[src/rtl/yabot_stream_pkg.sv]
// Shared stream helpers: byte width, packer state encoding, keep-mask builder.
// Latency: none (types and pure functions only).
// Backpressure: not applicable.
package yabot_stream_pkg;

  localparam int BYTE_W  = 8;
  localparam int MAX_BPW = 64;

  // Packer state: either accumulating bytes or holding a closed word in acc.
  typedef enum logic {
    IDLE_ACC = 1'b0,
    PENDING  = 1'b1
  } pack_state_e;

  // n ones starting at bit 0; callers cast down to their own lane count.
  function automatic logic [MAX_BPW-1:0] keep_mask(input int n);
    logic [MAX_BPW-1:0] m;
    m = '0;
    for (int i = 0; i < MAX_BPW; i++) begin
      if (i < n) m[i] = 1'b1;
    end
    return m;
  endfunction

endpackage

[src/rtl/stream_out_reg.sv]
// Output word register with valid/ready handshake and load/hold control.
// Latency: load at edge N shows m_valid high after edge N.
// Backpressure: contents held stable while m_valid && !m_ready; out_free is purely registered-state + m_ready.
module stream_out_reg #(
  parameter int WIDTH = 32,
  parameter int BPW   = 4
) (
  input  logic             clk,
  input  logic             rst_n,
  input  logic             load,
  input  logic [WIDTH-1:0] ld_data,
  input  logic [BPW-1:0]   ld_keep,
  input  logic             ld_last,
  output logic [WIDTH-1:0] m_data,
  output logic [BPW-1:0]   m_keep,
  output logic             m_last,
  output logic             m_valid,
  input  logic             m_ready,
  output logic             out_free,
  output logic             fire
);

  assign out_free = !m_valid || m_ready;
  assign fire     = m_valid && m_ready;

  // Load a new word when asked (caller guarantees out_free), else drop valid after handoff.
  always_ff @(posedge clk or negedge rst_n) begin
    if (!rst_n) begin
      m_data  <= '0;
      m_keep  <= '0;
      m_last  <= 1'b0;
      m_valid <= 1'b0;
    end else if (load) begin
      m_data  <= ld_data;
      m_keep  <= ld_keep;
      m_last  <= ld_last;
      m_valid <= 1'b1;
    end else if (m_ready) begin
      m_valid <= 1'b0;
    end
  end

endmodule

[src/rtl/byte_word_packer.sv]
// Packs a little-endian byte stream into WIDTH-bit words; s_last or flush closes a partial word.
// Latency: closing byte accepted at edge N gives m_valid after edge N; 1 byte/cycle sustained.
// Backpressure: one closed word can wait in acc (pending); s_ready drops only while pending, registered.
module byte_word_packer
  import yabot_stream_pkg::*;
#(
  parameter  int WIDTH = 32,
  parameter  int CNT_W = 16,
  localparam int BPW   = WIDTH / 8
) (
  input  logic             clk,
  input  logic             rst_n,
  input  logic [7:0]       s_data,
  input  logic             s_valid,
  input  logic             s_last,
  output logic             s_ready,
  input  logic             flush,
  output logic [WIDTH-1:0] m_data,
  output logic [BPW-1:0]   m_keep,
  output logic             m_last,
  output logic             m_valid,
  input  logic             m_ready,
  output logic [CNT_W-1:0] word_cnt
);

  localparam int             IDX_W   = $clog2(BPW);
  localparam logic [IDX_W-1:0] IDX_MAX = IDX_W'(BPW - 1);

  pack_state_e      state, state_nxt;
  logic [WIDTH-1:0] acc, acc_wr;
  logic [IDX_W-1:0] idx;
  logic [BPW-1:0]   pend_keep, close_keep;
  logic             pend_last;
  logic             pending, accept, close, out_free, fire;
  logic             out_load;
  logic [WIDTH-1:0] ld_data;
  logic [BPW-1:0]   ld_keep;
  logic             ld_last;

  assign pending = (state == PENDING);
  assign s_ready = !pending;
  assign accept  = s_valid && s_ready;

  // Word closes on a full word, a packet end, or a flush that has bytes to close.
  assign close = (accept && ((idx == IDX_MAX) || s_last || flush)) ||
                 (!accept && flush && !pending && (idx != '0));

  // Accumulator image including this cycle's byte, and the keep mask of the closing word.
  always_comb begin
    acc_wr = acc;
    if (accept) acc_wr[int'(idx)*BYTE_W +: BYTE_W] = s_data;
    close_keep = BPW'(keep_mask(int'(idx) + (accept ? 1 : 0)));
  end

  // Next state and output-register load selection (drain pending first, else direct close).
  always_comb begin
    state_nxt = state;
    out_load  = 1'b0;
    ld_data   = acc_wr;
    ld_keep   = close_keep;
    ld_last   = accept && s_last;
    case (state)
      IDLE_ACC: begin
        if (close) begin
          if (out_free) out_load  = 1'b1;
          else          state_nxt = PENDING;
        end
      end
      PENDING: begin
        ld_data = acc;
        ld_keep = pend_keep;
        ld_last = pend_last;
        if (out_free) begin
          out_load  = 1'b1;
          state_nxt = IDLE_ACC;
        end
      end
      default: state_nxt = IDLE_ACC;
    endcase
  end

  // State register.
  always_ff @(posedge clk or negedge rst_n) begin
    if (!rst_n) state <= IDLE_ACC;
    else        state <= state_nxt;
  end

  // Accumulator, byte index and frozen pending-word attributes.
  always_ff @(posedge clk or negedge rst_n) begin
    if (!rst_n) begin
      acc       <= '0;
      idx       <= '0;
      pend_keep <= '0;
      pend_last <= 1'b0;
    end else if (pending) begin
      if (out_free) begin
        acc       <= '0;
        pend_keep <= '0;
        pend_last <= 1'b0;
      end
    end else if (close) begin
      idx <= '0;
      if (out_free) begin
        acc <= '0;
      end else begin
        acc       <= acc_wr;
        pend_keep <= close_keep;
        pend_last <= accept && s_last;
      end
    end else if (accept) begin
      acc <= acc_wr;
      idx <= idx + 1'b1;
    end
  end

  // Handed-off word counter, wraps naturally.
  always_ff @(posedge clk or negedge rst_n) begin
    if (!rst_n)    word_cnt <= '0;
    else if (fire) word_cnt <= word_cnt + 1'b1;
  end

  stream_out_reg #(
    .WIDTH (WIDTH),
    .BPW   (BPW)
  ) u_out (
    .clk      (clk),
    .rst_n    (rst_n),
    .load     (out_load),
    .ld_data  (ld_data),
    .ld_keep  (ld_keep),
    .ld_last  (ld_last),
    .m_data   (m_data),
    .m_keep   (m_keep),
    .m_last   (m_last),
    .m_valid  (m_valid),
    .m_ready  (m_ready),
    .out_free (out_free),
    .fire     (fire)
  );

endmodule
[config.mk]
export PLATFORM = sky130hd
export DESIGN_NAME = byte_word_packer
export DESIGN_NICKNAME = d
export VERILOG_FILES = /design/src/rtl/yabot_stream_pkg.sv /design/src/rtl/stream_out_reg.sv /design/src/rtl/byte_word_packer.sv
export SDC_FILE = /design/constraint.sdc
export NUM_CORES = 1
export LEC_CHECK = 0
export BUFFER_PORTS_ARGS = -buffer_cell sky130_fd_sc_hd__buf_2
export CORE_ASPECT_RATIO = 1.25
export CORE_MARGIN = 2
export CORE_UTILIZATION = 35
export CTS_CLUSTER_SIZE = 12
export DETAILED_ROUTE_END_ITERATION = 10
export SYNTH_ARGS = -nofsm -noshare
export SYNTH_HDL_FRONTEND = slang
export SYNTH_SLANG_ARGS = --single-unit
[constraint.sdc]
create_clock -name clk -period 6.2 [get_ports clk]
set_clock_uncertainty 0.15 [all_clocks]
set_input_delay 1.86 -clock clk [delete_from_list [all_inputs] [get_ports clk]]
set_output_delay 1.86 -clock clk [all_outputs]
set_load 0.02 [all_outputs]
Yosys cells after proc, flatten, opt, wreduce, memory -nomap -nowiden

Cells that the tools add are included.

Register bits after elaboration: 94
Bits in latches: 0
Bits in writable memories: 0
Memory bits (read-only): 0
Bits of input ports: 14
Output and inout bits: 55
Word-level logic and storage cells: 79
Memories: 0

Add/sub/neg operators: 4
Multipliers: 0
Divide/modulo/power cells: 0
Magnitude comparators: 4
Equality and inequality tests: 3
Shift-type cells: 2
Multiplexer cells: 33
Bitwise operators: 1
Reduce and logical (&&, ||, !) cells: 22

Operator list:

| kind                                                                        | count |
|---|---|
| 32-bit 2-to-1 mux                                                           | 7 |
| 5-bit negation with 33-bit output                                           | 1 |
| 8-bit by 33-bit variable shift with 32-bit output, first input constant     | 1 |
| 8-bit by 33-bit variable part select with 32-bit output                     | 1 |
| 32-bit bitwise mux                                                          | 1 |
| 4-bit 2-to-1 mux                                                            | 5 |
| 16-bit by 1-bit adder with 16-bit output, second input constant             | 1 |
| 1-bit 2-to-1 mux                                                            | 16 |
| 2-bit nonzero test                                                          | 4 |
| 1-bit logical AND                                                           | 7 |
| 1-bit by 3-bit less-than comparator with 1-bit output, first input constant | 2 |
| 2-bit by 3-bit less-than comparator with 1-bit output, first input constant | 2 |
| 1-bit logical OR                                                            | 4 |
| 2-bit 2-to-1 mux                                                            | 2 |
| 1-bit one-hot mux with 2 select lines                                       | 2 |
| 2-bit AND reduction                                                         | 2 |
| 2-bit by 1-bit adder with 3-bit output                                      | 1 |
| 1-bit logical NOT                                                           | 3 |
| 3-bit AND reduction                                                         | 1 |
| 3-bit nonzero test                                                          | 1 |
| 2-bit by 1-bit adder with 2-bit output, second input constant               | 1 |
| 2-bit == test, second input constant                                        | 1 |
| 2-bit by 1-bit != test with 1-bit output, second input constant             | 1 |
| 2-bit != test, second input constant                                        | 1 |
| 1-bit NOT                                                                   | 1 |

Depth between registers and ports, before layout

Gate-level depths: netlist (run 1).

Word-level depth: 10
Depth in mapped cells: 10
Mapped depth without buffers: 9

Hierarchy

From an unflattened synthesis (run 1), not the netlist that was laid out.

Cell total of the unflattened synthesis: 346
Area, all modules: 4454.3 µm²

By module, submodules not included:

| module           | instances | cells each | area an instance (µm²) | seq. area each (µm²) |
|---|---|---|---|---|
| byte_word_packer | 1         | 264        | 2957.8                 | 1401.3 |
| stream_out_reg   | 1         | 82         | 1496.4                 | 950.9 |

Worst setup path after synthesis (run 1)

No wires, ideal clock.

Kind: input-to-reg
Start: in flush
End: reg u_out.m_data[16]
Setup time: 125 ps
Data arrival time: 3304 ps
Data required time: 5925 ps
Setup slack: 2622 ps
Stages: 6
Buffers on the path: 2
Cells stage by stage: or3_1 > buf_4 > a21boi_4 > o21ai_4 > buf_6 > mux2_2

Word-level cells in the longest chain between the ends: 6
Elaborated cells on any way between the ends: 8
Classes of those cells: mux (2); reduce/logical (6)

RTL lines:

| what                                      | RTL line               | RTL |
|---|---|---|
| start: declaration                        | byte_word_packer.sv:17 | `input logic flush,` |
| 1-bit logical AND (3 in series)           | byte_word_packer.sv:46 | `(!accept && flush && !pending && (idx != '0));` |
| 1-bit logical OR (*)                      | byte_word_packer.sv:45 | `assign close = (accept && ((idx == IDX_MAX) \|\| s_last \|\| flush)) \|\|` |
| 1-bit 2-to-1 mux (*)                      | byte_word_packer.sv:64 | `if (close) begin` |
| 1-bit one-hot mux with 2 select lines (*) | byte_word_packer.sv:62 | `case (state)` |
| end signal: assignment                    | stream_out_reg.sv:34   | `m_data <= ld_data;` |
| end: declaration                          | stream_out_reg.sv:14   | `output logic [WIDTH-1:0] m_data,` |

Mark *: on every way between the ends. The rest lies on a longest branch, timed or not.
A chain may end at the register's enable or synchronous reset.

Worst setup path in the final report (run 1)

Start: in flush
End: reg u_out.m_data[31]

The elaborated chain is that of the path after synthesis.

==> results of run 1 <==
-- sequential cells by signal (all words and copies together), names as in the netlist --
name	flops
acc	32
pending	1
u_out.m_data	32
pend_last	1
u_out.m_valid	1
pend_keep	4
u_out.m_keep	4
word_cnt	16
u_out.m_last	1
idx	2
-- layout make-up --
cell class                 instances  share of cell area
clock buffer                      13              0.0467
clock inverter                     3             0.00817
inverter                          26              0.0182
multi-input combinational        272               0.376
sequential                        94               0.439
tap                              168              0.0392
timing repair buffer              74              0.0724
-- cells by family (layout without fill, tap and decap cells) --
family / count (synthesis) / count (layout)
muxes: 42 / 42
DFF: 94 / 94
and+or+nand+nor: 100 / 100
AOI/OAI and AO/OA: 104 / 104
buffers and inverters: 50 / 116
adders and majority gates: 11 / 11
xor gates and xnor gates: 15 / 15
-- worst min path at each step --
stage	start	endpoint	slack [ps]	depth (start not counted)
final	word_cnt[15]$_DFFE_PN0P_	word_cnt[15]$_DFFE_PN0P_	320	1
after global routing	u_out.m_data[17]$_DFFE_PN0P_	u_out.m_data[17]$_DFFE_PN0P_	360	1
after CTS	word_cnt[15]$_DFFE_PN0P_	word_cnt[15]$_DFFE_PN0P_	330	1
after detailed placement	word_cnt[15]$_DFFE_PN0P_	word_cnt[15]$_DFFE_PN0P_	320	1
after global placement	word_cnt[15]$_DFFE_PN0P_	word_cnt[15]$_DFFE_PN0P_	310	1
after floorplan	pend_last$_DFFE_PN0P_	pend_last$_DFFE_PN0P_	300	1
-- where the power goes --
group	switching, mW	total [mW]	internal, mW
clock network	0.225	0.549	0.324
logic	0.209	0.327	0.118
registers	0.0484	0.718	0.670
total	0.483	1.60	1.11
-- layer usage --
metal | wire, um | global-route usage | up-vias
met3 | 453 | 0.0321 | 14
met4 | 197 | 0.0649 | 0
met5 | 0 | 0 | -
met1 | 4950 | 0.212 | 1687
met2 | 4880 | 0.233 | 79
li1 | - | - | 1616
-- cells in the mapped netlist (11+ instances only) --
cell / n / area [um^2]
o21ai_0: 18 / 90.1
ha_1: 11 / 138
nand2_1: 55 / 206
a22o_1: 29 / 254
clkbuf_1: 14 / 52.6
mux2_1: 17 / 191
xnor2_1: 12 / 105
inv_1: 25 / 93.8
dfrtp_1: 94 / 2350
mux2_2: 15 / 169
o211ai_1: 17 / 128
a21oi_1: 11 / 55.1
-- metrics by stage --
stage	hold slack [ps]	setup WS, ps	std cells
floorplan	300	2620	416
global placement	305	1850	634
detailed placement	318	1770	634
CTS	326	2140	650
global route	358	2060	650
finish	320	2150	650
-- cell usage in the layout (no fill, tap or decap), types with 4 or more instances in the layout --
cell type / n
buf_2: 67
nand3_1: 4
a22o_1: 29
mux2_2: 15
nand4_1: 4
o22ai_1: 4
a21oi_1: 11
mux2_1: 17
xnor2_1: 12
dfrtp_1: 94
nor2_1: 8
inv_1: 25
o21ai_0: 18
o211ai_1: 17
nor3_1: 4
nand2_1: 55
mux2i_1: 8
nand2b_1: 4
and3_1: 4
clkbuf_16: 9
o221ai_1: 8
buf_4: 7
ha_1: 11
==> metrics.csv, run 1 <==
metric;value;unit
status;completed;
synth_top_family_by_area;compound AO/OA/AOI/OAI gates;
ios;69;
syn_nets;441;
dieWidth;106;um
core;12800;um^2
cts_buffers;9;
wire_per_inst;16.1;um
avgSynthCellArea;11.0;um^2
setup_viol;0;
die_y;132;um
cts_htree_levels;3;
drive_gt1_frac;0.228;
timing.rr.end;u_out.m_data[31]$_DFFE_PN0P_;
gp_congestion;0.824;
r2r_start;idx[0]$_DFFE_PN0P_;
crit_path_top_delay_cell;o21ai_4;
synth_xor_area_frac;0.0286;
rows;46;
cp_slowest_stage_delay;650;ps
multi_input_area;2020;um^2
cts_num_sinks;94;
rsz0062_at_grt;no;
antenna_found_initial;0;
drc;0;
clk-insertion-delay-late;340;ps
end_kind;register;
stdcell_area;5360;um^2
wirelength;10.5;mm
clkTransAtPathRegs;70;ps
cts_resized;0;
cp.arrival;4120;ps
nFillCells;1269;
max-clock-path-buffers;2;
seq_area;2350;um^2
fin_crit;4050;ps
drv_cap;0;
post_dp_cell_area;5060;um^2
synthCells;416;
power;1.60;mW
rrSetupSlack;3000;ps
required;6280;ps
synthArstFlopShare;1.00;
cp_num_cells;6;
cts_root_buf;clkbuf_16;
dieArea;14100;um^2
final_util;0.419;
grt_overflow;0;
crit_buf_inv;2;
post-cts-setup-buffers;0;
critPathTopFamily;compound AO/OA/AOI/OAI gates;
cts_hold_buf;0;
yosysWarnings;0;
synth_area;4590;um^2
antenna_cells;0;
tightest_slew;864;ps
synth-seq-cells;94;
via_per_inst;5.22;
ff2ff_path_depth;6;
startpoint;flush;
initial_utilization;0.359;
grt_pass1_vias;3355;
power_density;298;nW/um^2
first_iter_violations;206;
synthMuxAreaShare;0.103;
final_net_count;502;
synth_edf_count;0;
area_delta_synth_final;16.7;%
crit_type;in2reg;
synth_cell_type_count;50;
yosysSeqAreaShare;0.513;
synthAdderAreaFrac;0.0300;
hold_path.class;reg2reg;
timing.final.crit_share;0.653;
grt_pass1_wl;17.3;mm
cts_tree;done;
p_leak;2.65;nW
via_count;3396;
fmaxAchievable;247;MHz
finalSetupTns;0;ps
place_hpwl;7.29;mm
synthSimpleGateAreaFrac;0.107;
crit_fanout;23;
start_kind;input port;
synth-compound-area-share;0.171;
finalMaxSlewViolations;0;
drtPass1Iterations;4;
crit_chain;buf_2 -> or3_1 -> a21boi_4 -> o21ai_4 -> buf_4 -> mux2_2;
peakVddDrop;0.104;mV
max-slew-margin-rel;0.422;
ant_nets;0;
placement.io_buffers;68;
endpoint;u_out.m_data[31]$_DFFE_PN0P_;
synth_ff_type;dfrtp_1;
grt_max_degree;56;
grt_usage;0.153;
finalHoldViolations;0;
Power figures use the tool's default switching activity.
==> run 2: changes to the inputs <==
Clock period 6.2 ns to 3.4 ns, I/O delays scaled along.
==> metrics.csv, run 2 (same netlist as run 1, synthesis figures left out) <==
metric;value;unit
cts_hold_buf;0;
dp.cells;644;
cts_num_sinks;94;
cts_buffers;9;
clk-insertion-delay-late;330;ps
start_kind;register;
post-place-ws;375;ps
layout_commonest_cell;dfrtp_1;
grt_overflow;0;
end_kind;primary output;
nFillCells;1257;
max-clock-path-buffers;2;
via_per_inst;5.21;
reg_top3;acc: 32 flops, u_out.m_data: 32 flops, word_cnt: 16 flops;
cts_tree;done;
crit_buf_inv;3;
ant_nets;0;
holdPathEnd;word_cnt[15]$_DFFE_PN0P_;
post-cts-setup-buffers;0;
critPathTopFamily;flip-flops;
clkTransAtPathRegs;70;ps
rrSetupSlack;750;ps
layout.cells.non_filler;657;
power;2.88;mW
grt_usage;0.157;
crit_fanout;16;
finalMaxSlewViolations;0;
place_hpwl;7.45;mm
worstHoldPathCells;1;
wirelength;10.5;mm
timing.rr.end;u_out.m_data[31]$_DFFE_PN0P_;
hold_path.class;reg2reg;
hold_start;word_cnt[15]$_DFFE_PN0P_;
status;completed;
dieWidth;106;um
finalHoldViolations;0;
max-slew-margin-rel;0.479;
p_leak;2.69;nW
finalSetupTns;0;ps
multi_input_area;2020;um^2
wire_per_inst;16.1;um
drtPass1Iterations;4;
die_y;132;um
core;12800;um^2
grt_max_degree;48;
crit_chain;clkinv_1 -> buf_4 -> buf_2;
rsz0062_at_grt;no;
cts_htree_levels;3;
post_dp_cell_area;5150;um^2
fin_crit;2680;ps
crit_type;reg2out;
via_count;3421;
timing.final.crit_share;0.789;
tightest_slew;776;ps
gp_congestion;0.771;
rows;46;
antenna_cells;0;
drc;0;
required;2230;ps
dieArea;14100;um^2
final_util;0.425;
cp.arrival;1510;ps
setup_viol;0;
stdcell_area;5430;um^2
peakVddDrop;0.254;mV
final_net_count;512;
drv_cap;0;
r2r_start;idx[0]$_DFFE_PN0P_;
area_delta_synth_final;18.3;%
fmaxAchievable;373;MHz
first_iter_violations;146;
initial_utilization;0.359;
seq_area;2350;um^2
cts_resized;0;
layout_common_cells;94 x dfrtp_1, 67 x buf_2, 55 x nand2_1;
ff2ff_path_depth;6;
grt_pass1_vias;3317;
cts_root_buf;clkbuf_16;
placement.io_buffers;68;
whs;321;ps
setup_ws;716;ps
antenna_found_initial;0;
ios;69;
crit_path_top_delay_cell;dfrtp_1;
cp_slowest_stage_delay;690;ps
drive_gt1_frac;0.245;
power_density;531;nW/um^2
grt_pass1_wl;17.7;mm
==> run 2: worst max path at each step <==
stage | slack [ps] | to | depth (start not counted) | from
floorplan | 660 | u_out.m_data[16]$_DFFE_PN0P_ | 6 | flush
global placement | 420 | u_out.m_data[28]$_DFFE_PN0P_ | 6 | flush
detailed placement | 370 | u_out.m_data[31]$_DFFE_PN0P_ | 6 | flush
CTS | 730 | u_out.m_data[31]$_DFFE_PN0P_ | 6 | flush
global route | 490 | u_out.m_keep[2]$_DFFE_PN0P_ | 10 | s_valid
finish | 720 | s_ready | 3 | pending$_DFF_PN0_
==> run 2: layer usage <==
layer	global-route usage	vias up	routed length (um)
met5	0	-	0
met4	0.0519	0	122
met3	0.0267	6	371
met2	0.244	65	5070
met1	0.221	1723	4990
li1	-	1627	-
==> run 2: worst register-to-register path: stages, from the launching register on <==
cell and delay (ps):
dfrtp_1 520, ha_1 280, or3_1 510, a21boi_4 220, o21ai_4 220, buf_12 260
mux2_2 390
==> run 2: where the power goes <==
group / switching [mW] / internal (mW) / total [mW] / leakage [nW]
registers: 0.0837 / 1.22 / 1.30 / 1.28
clock network: 0.404 / 0.557 / 0.962 / 0.133
logic: 0.386 / 0.230 / 0.616 / 1.27
total: 0.874 / 2.01 / 2.88 / 2.69
==> run 2: cell type report <==
cell class                      count  share of cell area
Multi-Input combinational cell    272               0.371
Sequential cell                    94               0.433
Tap cell                          168              0.0387
Timing Repair Buffer               84              0.0876
Inverter                           26              0.0180
Clock inverter                      4             0.00945
Clock buffer                        9              0.0415
==> run 3: changes to the inputs <==
Settings changed: ABC_AREA set to 1.
Clock period 3.4 ns to 2.7 ns, I/O delays scaled along.
==> metrics.csv, run 3 <==
metric;value;unit
finalSetupTns;0;ps
wire_per_inst;12.8;um
peakVddDrop;0.355;mV
wirelength;11.3;mm
power;5.22;mW
core;13300;um^2
drive_gt1_frac;0.151;
tightest_slew;533;ps
grt_usage;0.166;
yosysMostFrequentCell;nand2_1;
synthMuxAreaShare;0;
dieWidth;109;um
yosysSeqAreaShare;0.491;
cts_root_buf;clkbuf_16;
cts_resized;0;
post-place-ws;253;ps
reg_top3;acc: 32 flops, u_out.m_data: 32 flops, word_cnt: 16 flops;
placement.io_buffers;68;
rrSetupSlack;540;ps
synth-compound-area-share;0.0776;
layout_common_cells;249 x nand2_1, 94 x dfrtp_1, 67 x inv_1, 67 x buf_2, 54 x nand3_1;
syn_nets;659;
finalHoldViolations;0;
synthArstFlopShare;1.00;
avgSynthCellArea;7.55;um^2
yosysWarnings;0;
synthSimpleGateAreaFrac;0.302;
antenna_found_initial;0;
first_iter_violations;252;
fin_crit;2170;ps
post_dp_cell_area;5330;um^2
synth_edf_count;0;
required;1740;ps
yosysTopAreaCell;dfrtp_1;
setup_ws;529;ps
layout_commonest_cell;nand2_1;
initial_utilization;0.360;
synth_xor_area_frac;0.0183;
timing.final.crit_share;0.804;
clk-insertion-delay-late;350;ps
cp.arrival;1210;ps
multi_input_area;2040;um^2
synth-seq-cells;94;
hold_path.class;in2async;
gp_congestion;0.808;
layout.cells.non_filler;879;
synth.area.top_cells;dfrtp_1 49%, nand2_1 20%, nand3_1 5.6%, inv_1 5.3%, o21ai_0 4.6%;
die_y;135;um
grt_pass1_vias;4017;
power_density;928;nW/um^2
antenna_cells;0;
via_per_inst;4.71;
area_delta_synth_final;17.5;%
post-cts-setup-buffers;0;
max-clock-path-buffers;2;
synth_cell_type_count;27;
yosysTopAreaCellShare;0.491;
synth_ff_type;dfrtp_1;
grt_max_degree;54;
synth_area;4790;um^2
synthCells;634;
cts_tree;done;
clkTransAtPathRegs;70;ps
setup_viol;0;
final_util;0.423;
nFillCells;1364;
rows;47;
status;completed;
ant_nets;0;
cts_hold_buf;0;
start_kind;register;
synth_commonest_cells;249 x nand2_1, 94 x dfrtp_1, 67 x inv_1;
fmaxAchievable;461;MHz
dp.cells;863;
rsz0062_at_grt;no;
crit_type;reg2out;
final_net_count;728;
stdcell_area;5630;um^2
dieArea;14600;um^2
cts_num_sinks;94;
whs;294;ps
end_kind;primary output;
grt_pass1_wl;19.1;mm
place_hpwl;8.37;mm
crit_fanout;13;
synth_top_family_by_area;simple AND/OR/NAND/NOR gates;
cts_buffers;9;
via_count;4140;
grt_overflow;0;
drc;0;
drv_cap;0;
finalMaxSlewViolations;0;
p_leak;3.14;nW
ios;69;
drtPass1Iterations;5;
max-slew-margin-rel;0.645;
synthAdderAreaFrac;0.0287;
seq_area;2350;um^2
cts_htree_levels;3;
==> run 3: cell count changes after synthesis, moves of 26 or more <==
cell,change
a22o_1,-29
inv_1,+42
nand2_1,+194
nand3_1,+50
nor2_1,+31
o21ai_0,+26
==> run 3: critical path, stage by stage (launching register included) <==
cell     delay (ps)
dfrtp_1         390
inv_2           240
buf_2           230
==> run 3: worst paths after layout <==
kind                                           endpoint                    startpoint  depth (start not counted)
max in group asynchronous            acc[4]$_DFFE_PN0P_                         rst_n                          2
min in group clk           u_out.m_data[17]$_DFFE_PN0P_  u_out.m_data[17]$_DFFE_PN0P_                          2
max reg2reg                         acc[15]$_DFFE_PN0P_            idx[1]$_DFFE_PN0P_                         10
max                                             s_ready             pending$_DFF_PN0_                          2
min                             word_cnt[3]$_DFFE_PN0P_                         rst_n                          1
min reg2reg                u_out.m_data[17]$_DFFE_PN0P_  u_out.m_data[17]$_DFFE_PN0P_                          2
==> run 3: logic make-up after synthesis <==
kind of cell | Yosys count
AO/OA/AOI/OAI | 71
AND/OR/NAND/NOR | 356
flip-flops | 94
adder cells (fa/ha/maj) | 11
buffers and inverters | 92
XOR/XNOR | 10
==> run 3: metal layers <==
layer,GRT usage,up-vias,share of wire
met4,0.0627,0,0.014
met5,0,-,0
met3,0.0323,9,0.046
li1,-,2113,-
met2,0.277,101,0.49
met1,0.211,1917,0.45
==> run 3: power by group <==
group	switching, mW	internal (mW)	total [mW]
clock network	0.525	0.726	1.25
logic	1.36	0.630	1.99
registers	0.216	1.76	1.98
total	2.10	3.12	5.22
==> run 3: final cells by class <==
type | instances | share of cell area
clock inverter | 2 | 0.00245
tap | 171 | 0.0380
clock buffer | 14 | 0.0505
sequential | 94 | 0.418
multi-input combinational | 448 | 0.363
inverter | 71 | 0.0478
timing repair buffer | 79 | 0.0801
